<file path="src/rtl/rr_sched_pkg.sv">
// Shared constants and state encoding for the four-agent round-robin grant scheduler.
package rr_sched_pkg;

    localparam int unsigned NUM_AGENTS = 4;
    localparam int unsigned AGENT_W    = 2;
    localparam int unsigned PCNT_W     = 8;

    typedef enum logic {
        IDLE  = 1'b0,
        GRANT = 1'b1
    } sched_state_e;

endpackage

</file>
<file path="src/rtl/rr_grant_scheduler_if.sv">
// Request/grant bundle between the agents (master) and the scheduler (slave).
// preempt_cnt exists only when RR_PREEMPT_STATS_EN is defined.
interface rr_grant_scheduler_if;
    import rr_sched_pkg::*;

    logic               req_0;
    logic               req_1;
    logic               req_2;
    logic               req_3;
    logic               gnt_0;
    logic               gnt_1;
    logic               gnt_2;
    logic               gnt_3;
    logic               gnt_valid;
    logic [AGENT_W-1:0] gnt_id;
`ifdef RR_PREEMPT_STATS_EN
    logic [PCNT_W-1:0]  preempt_cnt;
`endif

`ifdef RR_PREEMPT_STATS_EN
    modport master (
        output req_0, req_1, req_2, req_3,
        input  gnt_0, gnt_1, gnt_2, gnt_3, gnt_valid, gnt_id, preempt_cnt
    );
    modport slave (
        input  req_0, req_1, req_2, req_3,
        output gnt_0, gnt_1, gnt_2, gnt_3, gnt_valid, gnt_id, preempt_cnt
    );
`else
    modport master (
        output req_0, req_1, req_2, req_3,
        input  gnt_0, gnt_1, gnt_2, gnt_3, gnt_valid, gnt_id
    );
    modport slave (
        input  req_0, req_1, req_2, req_3,
        output gnt_0, gnt_1, gnt_2, gnt_3, gnt_valid, gnt_id
    );
`endif

endinterface

</file>
<file path="src/rtl/rr_pick4.sv">
// Combinational round-robin picker: first requester found scanning last+1, last+2, ... mod 4.
module rr_pick4
    import rr_sched_pkg::*;
(
    input  logic [NUM_AGENTS-1:0] req,
    input  logic [AGENT_W-1:0]    last,
    output logic                  found,
    output logic [AGENT_W-1:0]    winner
);

    logic [AGENT_W-1:0] idx;

    always_comb begin
        found  = 1'b0;
        winner = '0;
        idx    = '0;
        // i == NUM_AGENTS wraps back to last itself, which is scanned last
        for (int unsigned i = 1; i <= NUM_AGENTS; i++) begin
            idx = AGENT_W'(last + AGENT_W'(i));
            if (!found && req[idx]) begin
                found  = 1'b1;
                winner = idx;
            end
        end
    end

endmodule

</file>
<file path="src/rtl/rr_grant_scheduler.sv">
// Four-agent round-robin grant scheduler with bounded hold time and a forced idle gap between owners.
// Define RR_PREEMPT_STATS_EN to add a saturating preemption counter (preempt_cnt).
module rr_grant_scheduler
    import rr_sched_pkg::*;
#(
    parameter int unsigned MAX_HOLD = 8,
    parameter int unsigned HOLD_W   = 4
) (
    input  logic                 clock,
    input  logic                 reset,
    rr_grant_scheduler_if.slave  bus
);

    sched_state_e          state_q, state_d;
    logic [AGENT_W-1:0]    last_q, last_d;
    logic [HOLD_W-1:0]     hold_q, hold_d;
    logic [NUM_AGENTS-1:0] gnt_q, gnt_d;
    logic [AGENT_W-1:0]    id_q, id_d;
    logic                  valid_q, valid_d;
    logic [NUM_AGENTS-1:0] req_c;
    logic                  found_c;
    logic [AGENT_W-1:0]    winner_c;
    logic                  others_c;
    logic                  preempt_c;

    assign req_c    = {bus.req_3, bus.req_2, bus.req_1, bus.req_0};
    assign others_c = |(req_c & ~gnt_q);

    rr_pick4 u_pick (
        .req    (req_c),
        .last   (last_q),
        .found  (found_c),
        .winner (winner_c)
    );

    // Next-state: arbitrate in IDLE, hold or release in GRANT.
    always_comb begin
        state_d   = state_q;
        last_d    = last_q;
        hold_d    = hold_q;
        gnt_d     = gnt_q;
        id_d      = id_q;
        valid_d   = valid_q;
        preempt_c = 1'b0;
        case (state_q)
            IDLE: begin
                if (found_c) begin
                    state_d = GRANT;
                    gnt_d   = NUM_AGENTS'(1) << winner_c;
                    id_d    = winner_c;
                    valid_d = 1'b1;
                    last_d  = winner_c;
                    hold_d  = HOLD_W'(1);
                end
            end
            GRANT: begin
                if (!req_c[id_q] ||
                    ((MAX_HOLD != 0) && (hold_q == HOLD_W'(MAX_HOLD)) && others_c)) begin
                    // Release; last keeps the old owner so it ranks lowest next round
                    preempt_c = req_c[id_q];
                    state_d   = IDLE;
                    gnt_d     = '0;
                    id_d      = '0;
                    valid_d   = 1'b0;
                    hold_d    = '0;
                end else if (hold_q < HOLD_W'(MAX_HOLD)) begin
                    hold_d = hold_q + HOLD_W'(1);
                end
            end
            default: begin
                state_d = IDLE;
                gnt_d   = '0;
                id_d    = '0;
                valid_d = 1'b0;
                hold_d  = '0;
            end
        endcase
    end

    always_ff @(posedge clock) begin
        if (!reset) begin
            state_q <= IDLE;
            last_q  <= AGENT_W'(NUM_AGENTS - 1);
            hold_q  <= '0;
            gnt_q   <= '0;
            id_q    <= '0;
            valid_q <= 1'b0;
        end else begin
            state_q <= state_d;
            last_q  <= last_d;
            hold_q  <= hold_d;
            gnt_q   <= gnt_d;
            id_q    <= id_d;
            valid_q <= valid_d;
        end
    end

    assign bus.gnt_0     = gnt_q[0];
    assign bus.gnt_1     = gnt_q[1];
    assign bus.gnt_2     = gnt_q[2];
    assign bus.gnt_3     = gnt_q[3];
    assign bus.gnt_valid = valid_q;
    assign bus.gnt_id    = id_q;

`ifdef RR_PREEMPT_STATS_EN
    logic [PCNT_W-1:0] pcnt_q, pcnt_d;

    // Saturating count of preemption releases.
    always_comb begin
        pcnt_d = pcnt_q;
        if (preempt_c && (pcnt_q != {PCNT_W{1'b1}})) begin
            pcnt_d = pcnt_q + PCNT_W'(1);
        end
    end

    always_ff @(posedge clock) begin
        if (!reset) begin
            pcnt_q <= '0;
        end else begin
            pcnt_q <= pcnt_d;
        end
    end

    assign bus.preempt_cnt = pcnt_q;
`else
    logic unused_preempt;
    assign unused_preempt = preempt_c;
`endif

endmodule

</file>
<file path="src/flat_wrapper.sv">
// flat-port wrapper written by rule: the top's interface ports become plain ports
module rr_grant_scheduler_flat import rr_sched_pkg::*;
#(
    parameter int unsigned MAX_HOLD = 8,
    parameter int unsigned HOLD_W   = 4
)
  (clock, reset, bus_req_0, bus_req_1, bus_req_2, bus_req_3, bus_gnt_0, bus_gnt_1, bus_gnt_2, bus_gnt_3, bus_gnt_valid, bus_gnt_id);
  rr_grant_scheduler_if bus_i ();
  input  logic clock;
  input  logic reset;
  input wire logic [$bits(bus_i.req_0)-1:0] bus_req_0;
  input wire logic [$bits(bus_i.req_1)-1:0] bus_req_1;
  input wire logic [$bits(bus_i.req_2)-1:0] bus_req_2;
  input wire logic [$bits(bus_i.req_3)-1:0] bus_req_3;
  output wire logic [$bits(bus_i.gnt_0)-1:0] bus_gnt_0;
  output wire logic [$bits(bus_i.gnt_1)-1:0] bus_gnt_1;
  output wire logic [$bits(bus_i.gnt_2)-1:0] bus_gnt_2;
  output wire logic [$bits(bus_i.gnt_3)-1:0] bus_gnt_3;
  output wire logic [$bits(bus_i.gnt_valid)-1:0] bus_gnt_valid;
  output wire logic [$bits(bus_i.gnt_id)-1:0] bus_gnt_id;
  assign bus_i.req_0 = bus_req_0;
  assign bus_i.req_1 = bus_req_1;
  assign bus_i.req_2 = bus_req_2;
  assign bus_i.req_3 = bus_req_3;
  assign bus_gnt_0 = bus_i.gnt_0;
  assign bus_gnt_1 = bus_i.gnt_1;
  assign bus_gnt_2 = bus_i.gnt_2;
  assign bus_gnt_3 = bus_i.gnt_3;
  assign bus_gnt_valid = bus_i.gnt_valid;
  assign bus_gnt_id = bus_i.gnt_id;
  rr_grant_scheduler #(.MAX_HOLD(MAX_HOLD), .HOLD_W(HOLD_W)) u_core (.clock(clock), .reset(reset), .bus(bus_i));
endmodule
</file>
<file path="config.mk">
export PLATFORM = sky130hd
export DESIGN_NAME = rr_grant_scheduler_flat
export DESIGN_NICKNAME = d
export VERILOG_FILES = /design/src/rtl/rr_sched_pkg.sv /design/src/rtl/rr_grant_scheduler_if.sv /design/src/rtl/rr_pick4.sv /design/src/rtl/rr_grant_scheduler.sv /design/src/flat_wrapper.sv
export SDC_FILE = /design/constraint.sdc
export NUM_CORES = 1
export LEC_CHECK = 0
export CORE_MARGIN = 2
export CORE_UTILIZATION = 45
export CTS_CLUSTER_SIZE = 25
export DETAILED_ROUTE_END_ITERATION = 8
export GPL_ROUTABILITY_DRIVEN = 0
export PLACE_DENSITY_LB_ADDON = 0.25
export SYNTH_ARGS = -nofsm -noshare
export SYNTH_HDL_FRONTEND = slang
export SYNTH_SLANG_ARGS = --single-unit
</file>
<file path="constraint.sdc">
create_clock -name clock -period 1.5 [get_ports clock]
set_clock_uncertainty 0.2 [all_clocks]
set_input_delay 0.15 -clock clock [delete_from_list [all_inputs] [get_ports clock]]
set_output_delay 0.15 -clock clock [all_outputs]
set_load 0.01 [all_outputs]
</file>
==> impl_metrics.toml, run 1 <==
[timing]
final.setup.worst_slack_ps = -169
fmax_ghz = 0.599
worstMarginPinSlew_ps = 356
setup_viol = 12
hold_viol_final = 0
min_period_over_period_pct = 111
final_max_slew_viol_count = 0
rsz0062_at_grt = "yes"
whs_ps = 280
maxSlewHeadroom_pct = 76.2
finalCriticalPeriod_ps = 1670

[worst_hold_path]
hold_class = "flop to flop"

[critical_path]
cp.arrival_ps = 1660
required_ps = 1500
path_delay_family = "flip-flops"
startpoint_type = "flop"
cp_common_cell = "buf_4"
path_max_fanout = 3
crit_chain = "mux2_4, o31ai_4, buf_4, a211oi_2, buf_4, and3_4"
slowest_stage = "dfxtp_4"
critPathKind = "flop to flop"
worstSetupEndpointType = "flop"
critPathBufInv = 2
slowest_delay_ps = 370

[yosys]
synthFlopType = "dfxtp_1"
syn_avg_cell_area_um2 = 9.44
synth_top_family_by_area = "compound AO/OA/AOI/OAI gates"
synth_fa_ha_area_share_pct = 3.27
post_synth_mux_area_share_pct = 4.26
seq_area_frac_synth_pct = 36.7
synth-simple-area-share_pct = 23.4
synthXorXnorAreaFrac_pct = 1.15
yosysWarnings = 0
syn_inst = 81
async_flop_share_pct = 0
syn_area_um2 = 764
synth_edf_count = 0
ys_types = 41
synth_seq_cells = 14
synth-compound-area-share_pct = 26.4
syn-num-nets = 89

[detailed_routing]
avgRoutedWirePerCell_um = 16.5
vias_per_cell = 5.90
drt_wl_total_mm = 2.24
first_iter_violations = 8
drc_errors = 0
antenna_left = 0
first_pass_iters = 4
vias = 802

[cts]
cts.sinks = 14
cts_buffers = 3
cts.path.max_buffers = 2
clkTransAtPathRegs_ps = 90
holdBufCountCts = 0
htree_levels = 1
clockRootBuffer = "clkbuf_4"
cts_tree = "yes"
clk_latency_ps = 300

[status]
status = "finished, violations left"
violations = "negative setup slack"

[place]
numPortBuffers = 12
dp_hpwl_mm = 1.53
placedCellCount = 130

[floorplanning]
fp-row-count = 14
die_y_um = 45.2
initial_utilization_pct = 49.6
ios = 13
core_area_mm2 = 0.00154
die_w_um = 45.2
dieArea_mm2 = 0.00204

[pwr]
p_per_area_mw_per_mm2 = 924
power_w = 0.00110
p_leak_nw = 0.528
peakVddDrop_mv = 0.757

[cells_and_area]
layout.cells.non_filler = 136
nNetsFinal = 129
utilization_pct = 77.0
drive_gt1_share_pct = 41.7
n_fill_cell = 88
area_delta_synth_final_pct = 55.3
diodes = 0
final_cell_mix = "buf_4 (25), dfxtp_1 (12), dlygate4sd2_1 (10)"
layout.cells.most_common = "buf_4"

[global_route]
grt_pass1_wl_mm = 3.77
grt_max_degree = 10
grt_pass1_vias = 826
track_usage_pct = 26.6
grt-ovfl-total = 0
antenna_found_initial = 0

[job]
max-cap-violations = 0
[kinds of logic after synthesis]
kind of cell	count (synthesis)
DFF	14
adders and majority gates	2
buffers and inverters	9
AOI/OAI and AO/OA	23
xor gates and xnor gates	1
and+or+nand+nor	29
muxes	3
[repair_timing]
item	in CTS	in global routing
setup buffers	4	0
setup endpoints to repair	20	13
gates resized for setup	22	4
pin swaps	4	4
hold endpoints to repair	0	0
[cell type report]
class                      instances  area, um^2  area share [%]
multi-input combinational         58         522            43.9
tap                               16        20.0            1.69
timing repair buffer              37         295            24.9
sequential                        14         288            24.2
clock buffer                       4        36.3            3.06
inverter                           7        26.3            2.21
[power by group]
group	internal (W)	total (W)	switching, W
combinational	0.000193	0.000374	0.000180
sequential	0.000409	0.000439	0.0000298
clock	0.000148	0.000284	0.000136
total	0.000751	0.00110	0.000346
[sequential cells by signal, indices dropped and copies added, names as in the netlist]
register and flops:
u_core.gnt_q 4, u_core.bus.gnt_id 2, u_core.last_q 2, u_core.bus.gnt_valid 1, u_core.hold_q 4, u_core.state_q 1
[synthesized netlist by cell type (2+ instances only)]
master	number	area share (%)
a22o_1	2	2.3
o31ai_2	2	3.3
dfxtp_1	14	37
a21oi_1	2	1.3
nand2_1	4	2.0
mux2_2	2	2.9
nand2b_1	3	2.5
and3_1	2	1.6
o22ai_1	2	1.6
nor2_1	5	2.5
inv_1	7	3.4
ha_1	2	3.3
o2bb2ai_1	2	2.3
nor2b_1	5	4.1
[through the flow]
| stage | setup slack, ps | instance area [um^2] | TNS [ps] |
|---|---|---|---|
| 3_3_place_gp | -553 | 1090 | -6650 |
| 2_1_floorplan | -38.0 | 792 | -98.3 |
| 4_1_cts | -151 | 1170 | -1160 |
| 5_1_grt | -210 | 1190 | -2050 |
| 6_report | -169 | 1190 | -1240 |
| 3_5_place_dp | -627 | 1090 | -7470 |
[layer usage]
metal,GRT usage [%],share of wire (%)
met3,6.80,3.8
met1,33.2,46
met4,15.9,2.9
met5,0,0
met2,40.9,47
[final timing paths]
check	startpoint	to	slack, ps	cells past startpoint
max reg2reg	u_core.bus.gnt_id[1]$_SDFFE_PN0P_	u_core.hold_q[0]$_SDFFE_PN0P_	-170	6
min	u_core.bus.gnt_valid$_SDFFE_PN0P_	u_core.bus.gnt_valid$_SDFFE_PN0P_	280	1
max	u_core.bus.gnt_id[1]$_SDFFE_PN0P_	u_core.hold_q[0]$_SDFFE_PN0P_	-170	6
min reg2reg	u_core.bus.gnt_valid$_SDFFE_PN0P_	u_core.bus.gnt_valid$_SDFFE_PN0P_	280	1
Note: power is estimated with default switching activity, not from simulation.
==> run 2, diff against run 1 <==
- CELL_PAD_IN_SITES_DETAIL_PLACEMENT: default -> 1
- CELL_PAD_IN_SITES_GLOBAL_PLACEMENT: default -> 1
- CORE_UTILIZATION: 45 -> 34
==> impl_metrics.toml, run 2 (synthesis results as in run 1) <==
[cells_and_area]
layout.cells.most_common = "buf_4"
final_cell_mix = "buf_4 (22), dlygate4sd2_1 (10), dfxtp_1 (9)"
area_delta_synth_final_pct = 61.7
nNetsFinal = 128
utilization_pct = 57.0
area.sequential_um2 = 292
drive_gt1_share_pct = 46.2
fin_area_mm2 = 0.00124
n_fill_cell = 250
multiInputGateArea_um2 = 567
reg_top3 = "u_core.gnt_q x4, u_core.hold_q x4"
diodes = 0

[critical_path]
slowest_stage = "dfxtp_4"
reg2regPathDepth = 4
r2r_slack_ps = -170
r2r-end = "u_core.gnt_q[0]$_SDFFE_PN0P_"
cp.arrival_ps = 1660
startpoint_type = "flop"
worstSetupEndpointType = "flop"
critPathKind = "flop to flop"
required_ps = 1490
r2r-start = "u_core.bus.gnt_id[1]$_SDFFE_PN0P_"
slowest_delay_ps = 380
crit_chain = "mux2_4, o31ai_4, a211oi_4, a22o_1"
path_max_fanout = 8

[place]
numPortBuffers = 12
dp_hpwl_mm = 1.72
post_dp_cell_area_mm2 = 0.00110
pre_cts_slack_ps = -634

[floorplanning]
core_area_mm2 = 0.00217
dieArea_mm2 = 0.00264
fp-row-count = 17
die_w_um = 51.4
ios = 13
initial_utilization_pct = 35.2
die_y_um = 51.4

[timing]
finalCriticalPeriod_ps = 1670
rsz0062_at_grt = "yes"
final.setup.worst_slack_ps = -174
fin_tns_setup_ps = -1570
fmax_ghz = 0.597
hold_viol_final = 0
maxSlewHeadroom_pct = 72.6
worstMarginPinSlew_ps = 409
min_period_over_period_pct = 112
final_max_slew_viol_count = 0
setup_viol = 13

[detailed_routing]
vias_per_cell = 5.34
first_pass_iters = 4
first_iter_violations = 4
drc_errors = 0
vias = 785
antenna_left = 0
avgRoutedWirePerCell_um = 17.8
drt_wl_total_mm = 2.61

[pwr]
p_leak_nw = 0.526
power_w = 0.00110
p_per_area_mw_per_mm2 = 889
peakVddDrop_mv = 0.570

[global_route]
grt-ovfl-total = 0
grt_pass1_wl_mm = 4.05
grt_pass1_vias = 851
track_usage_pct = 22.0
antenna_found_initial = 0
grt_max_degree = 10

[cts]
cts_tree = "yes"
clk_latency_ps = 300
cts.sinks = 14
htree_levels = 1
clockRootBuffer = "clkbuf_4"
cts_buffers = 3
clkTransAtPathRegs_ps = 100
holdBufCountCts = 0
cts.path.max_buffers = 2

[status]
violations = "negative setup slack"
status = "finished, violations left"

[worst_hold_path]
holdPathEnd = "u_core.state_q$_SDFF_PN0_"
whs_path_depth = 3
hold_class = "input pin to flop"
worstHoldStart = "bus_req_2"

[job]
max-cap-violations = 0
run 2: cell count changes in the layout (fill, tap and decap cells not counted), moves of 2 or more:
cell | previous run | this run
nand2b_1 | 3 | 1
dfxtp_1 | 12 | 9
nor2b_1 | 5 | 3
buf_4 | 25 | 22
nand2b_4 | 0 | 2
dfxtp_2 | 0 | 3
buf_6 | 0 | 2
nor2b_2 | 0 | 2
run 2: what timing repair did:
action	CTS	global route
setup buffers	3	0
endpoints found under the setup margin	21	15
pin swaps	9	10
gates resized for setup	23	14
run 2: critical path, delay by kind of cell (launching register included):
| family | cells | cell delay (ps) |
|---|---|---|
| AOI/OAI and AO/OA | 3 | 650 |
| DFF | 1 | 380 |
| muxes | 1 | 320 |
run 2: worst max-delay path by stage:
stage / slack (ps) / depth (start not counted) / to / start
2_1_floorplan: -40 / 4 / u_core.gnt_q[0]$_SDFFE_PN0P_ / u_core.bus.gnt_id[1]$_SDFFE_PN0P_
3_3_place_gp: -580 / 5 / u_core.state_q$_SDFF_PN0_ / bus_req_3
3_5_place_dp: -630 / 5 / u_core.state_q$_SDFF_PN0_ / bus_req_3
4_1_cts: -180 / 5 / u_core.hold_q[0]$_SDFFE_PN0P_ / u_core.bus.gnt_id[1]$_SDFFE_PN0P_
5_1_grt: -210 / 4 / u_core.bus.gnt_id[1]$_SDFFE_PN0P_ / u_core.bus.gnt_id[1]$_SDFFE_PN0P_
6_report: -170 / 4 / u_core.gnt_q[0]$_SDFFE_PN0P_ / u_core.bus.gnt_id[1]$_SDFFE_PN0P_
run 2: layer usage:
| layer | up-vias | share of wire [%] | track usage [%] |
|---|---|---|---|
| met5 | - | 0 | 0 |
| met4 | 0 | 2.8 | 11.8 |
| met3 | 6 | 2.6 | 4.09 |
| met2 | 13 | 52 | 39.7 |
| met1 | 397 | 42 | 23.8 |
| li1 | 369 | - | - |
run 2: area by class of cell:
type	count	area share (%)
Sequential cell	14	23.6
Tap cell	28	2.83
Multi-Input combinational cell	58	45.9
Timing Repair Buffer	36	23.5
Inverter	7	2.13
Clock buffer	4	2.13
run 2: power by group:
group          internal [W]  switching (W)  leakage (nW)  total (W)
logic              0.000211       0.000199         0.394   0.000410
clock network      0.000104       0.000141        0.0150   0.000245
registers          0.000411      0.0000330         0.117   0.000444
run 2: per-stage QoR:
stage / hold slack [ps] / std cells
floorplan: 146 / 81
global placement: 246 / 141
detailed placement: 255 / 141
CTS: 230 / 147
global route: 252 / 147
finish: 243 / 147
==> run 3, diff against run 2 <==
- CORE_UTILIZATION: 34 -> 38
- SLEW_MARGIN: default -> 0
- clock period: 1.5 -> 1.6 ns (I/O delays scaled with it)
==> impl_metrics.toml, run 3 (synthesis results as in run 1) <==
[status]
status = "finished, violations left"
violations = "negative setup slack"

[cells_and_area]
final_cell_mix = "buf_4 (20), dlygate4sd2_1 (8), dfxtp_1 (8)"
diodes = 0
drive_gt1_share_pct = 48.7
n_fill_cell = 218
area_delta_synth_final_pct = 65.5
layout.cells.non_filler = 146
reg_top3 = "u_core.gnt_q x4, u_core.hold_q x4"
nNetsFinal = 128
layout.cells.most_common = "buf_4"
fin_area_mm2 = 0.00126

[cts]
cts_buffers = 3
htree_levels = 1
holdBufCountCts = 0
clk_latency_ps = 300
cts_tree = "yes"
cts.sinks = 14
clkTransAtPathRegs_ps = 90
clockRootBuffer = "clkbuf_4"
cts.path.max_buffers = 2

[timing]
fmax_ghz = 0.581
hold_viol_final = 0
final.setup.worst_slack_ps = -120
finalCriticalPeriod_ps = 1720
rsz0062_at_grt = "yes"
min_period_over_period_pct = 108
maxSlewHeadroom_pct = 74.6
final_max_slew_viol_count = 0
worstMarginPinSlew_ps = 379
setup_viol = 12

[critical_path]
crit_chain = "buf_6, mux2_4, o22ai_4, a211oi_4, buf_6, a22o_1"
path_delay_family = "compound AO/OA/AOI/OAI gates"
cp_common_cell = "buf_6"
critPathBufInv = 2
critPathKind = "flop to flop"
slowest_delay_ps = 370
slowest_stage = "dfxtp_4"
worstSetupEndpointType = "flop"
path_max_fanout = 6
cp.arrival_ps = 1710
startpoint_type = "flop"
required_ps = 1590

[pwr]
p_sw_w = 0.000370
p_leak_nw = 0.546
p_per_area_mw_per_mm2 = 865
power.internal_w = 0.000723
p_sw_share_pct = 33.9
power_frac_seq_pct = 38.1
p_clk_share_pct = 25.1
combPwrFrac_pct = 36.8
peakVddDrop_mv = 0.548

[place]
numPortBuffers = 12
dp_hpwl_mm = 1.58
post_dp_cell_area_mm2 = 0.00106
placedCellCount = 137

[detailed_routing]
drt_wl_total_mm = 3.07
vias_per_cell = 5.45
antenna_left = 0
first_iter_violations = 14
dr.max_layer_used = "met4"
first_pass_iters = 4
wl_met2_mm = 1.64
wl_met1_mm = 1.27
avgRoutedWirePerCell_um = 21.0
drc_errors = 0
wl_met3_um = 96
vias = 796

[global_route]
track_usage_pct = 24.5
grt_max_degree = 10
antenna_found_initial = 0
grt-ovfl-total = 0
grt_pass1_vias = 819
grt_pass1_wl_mm = 4.33

[floorplanning]
ios = 13
die_y_um = 48.9
die_w_um = 48.9
fp-row-count = 16
dieArea_mm2 = 0.00239
core_area_mm2 = 0.00192
initial_utilization_pct = 39.8

[job]
max-cap-violations = 0

[worst_hold_path]
hold_class = "flop to flop"
## run 3: metal layers
| metal | vias up | GRT usage (%) |
|---|---|---|
| met1 | 404 | 30.5 |
| li1 | 371 | - |
| met3 | 5 | 5.83 |
| met5 | - | 0 |
| met2 | 16 | 42.9 |
| met4 | 0 | 5.24 |
## run 3: final cells by class
class / count / area, um^2 / area share, %
inverters: 7 / 26.3 / 2.08
repair buffers: 36 / 308 / 24.3
flip-flops and latches: 14 / 290 / 22.9
multi-input cells: 58 / 571 / 45.1
clock buffers: 4 / 36.3 / 2.87
well taps: 27 / 33.8 / 2.67
## run 3: repair_timing
action	CTS	global route
endpoints found under the setup margin	19	16
resized for setup	20	22
gates cloned	0	0
pin swaps	8	6
setup buffers	5	1
## run 3: final timing paths
| path | from | cells past startpoint | slack (ps) | to |
|---|---|---|---|---|
| hold reg to reg | u_core.bus.gnt_valid$_SDFFE_PN0P_ | 1 | 290 | u_core.bus.gnt_valid$_SDFFE_PN0P_ |
| hold / removal | u_core.bus.gnt_valid$_SDFFE_PN0P_ | 1 | 290 | u_core.bus.gnt_valid$_SDFFE_PN0P_ |
| setup reg to reg | u_core.bus.gnt_id[1]$_SDFFE_PN0P_ | 6 | -120 | u_core.bus.gnt_id[1]$_SDFFE_PN0P_ |
| setup / recovery | u_core.bus.gnt_id[1]$_SDFFE_PN0P_ | 6 | -120 | u_core.bus.gnt_id[1]$_SDFFE_PN0P_ |
## run 3: power by group through the flow
stage / clock network (W) / logic (W) / registers (W)
floorplan: 0 / 0.000146 / 0.000424
detailed placement: 0 / 0.000324 / 0.000414
global route: 0.000294 / 0.000431 / 0.000419
global placement: 0 / 0.000312 / 0.000412
CTS: 0.000261 / 0.000346 / 0.000409
finish: 0.000275 / 0.000402 / 0.000416
## run 3: stage by stage
step	total power, W	util (%)	hold slack (ps)	setup slack (ps)	setup TNS (ps)
2_1_floorplan	0.000570	-	156	7.96	0
4_1_cts	0.00102	60.5	288	-130	-670
3_3_place_gp	0.000724	55.4	249	-412	-5130
5_1_grt	0.00114	65.8	332	-173	-1140
3_5_place_dp	0.000738	55.4	264	-542	-6520
6_report	0.00109	65.8	294	-120	-559
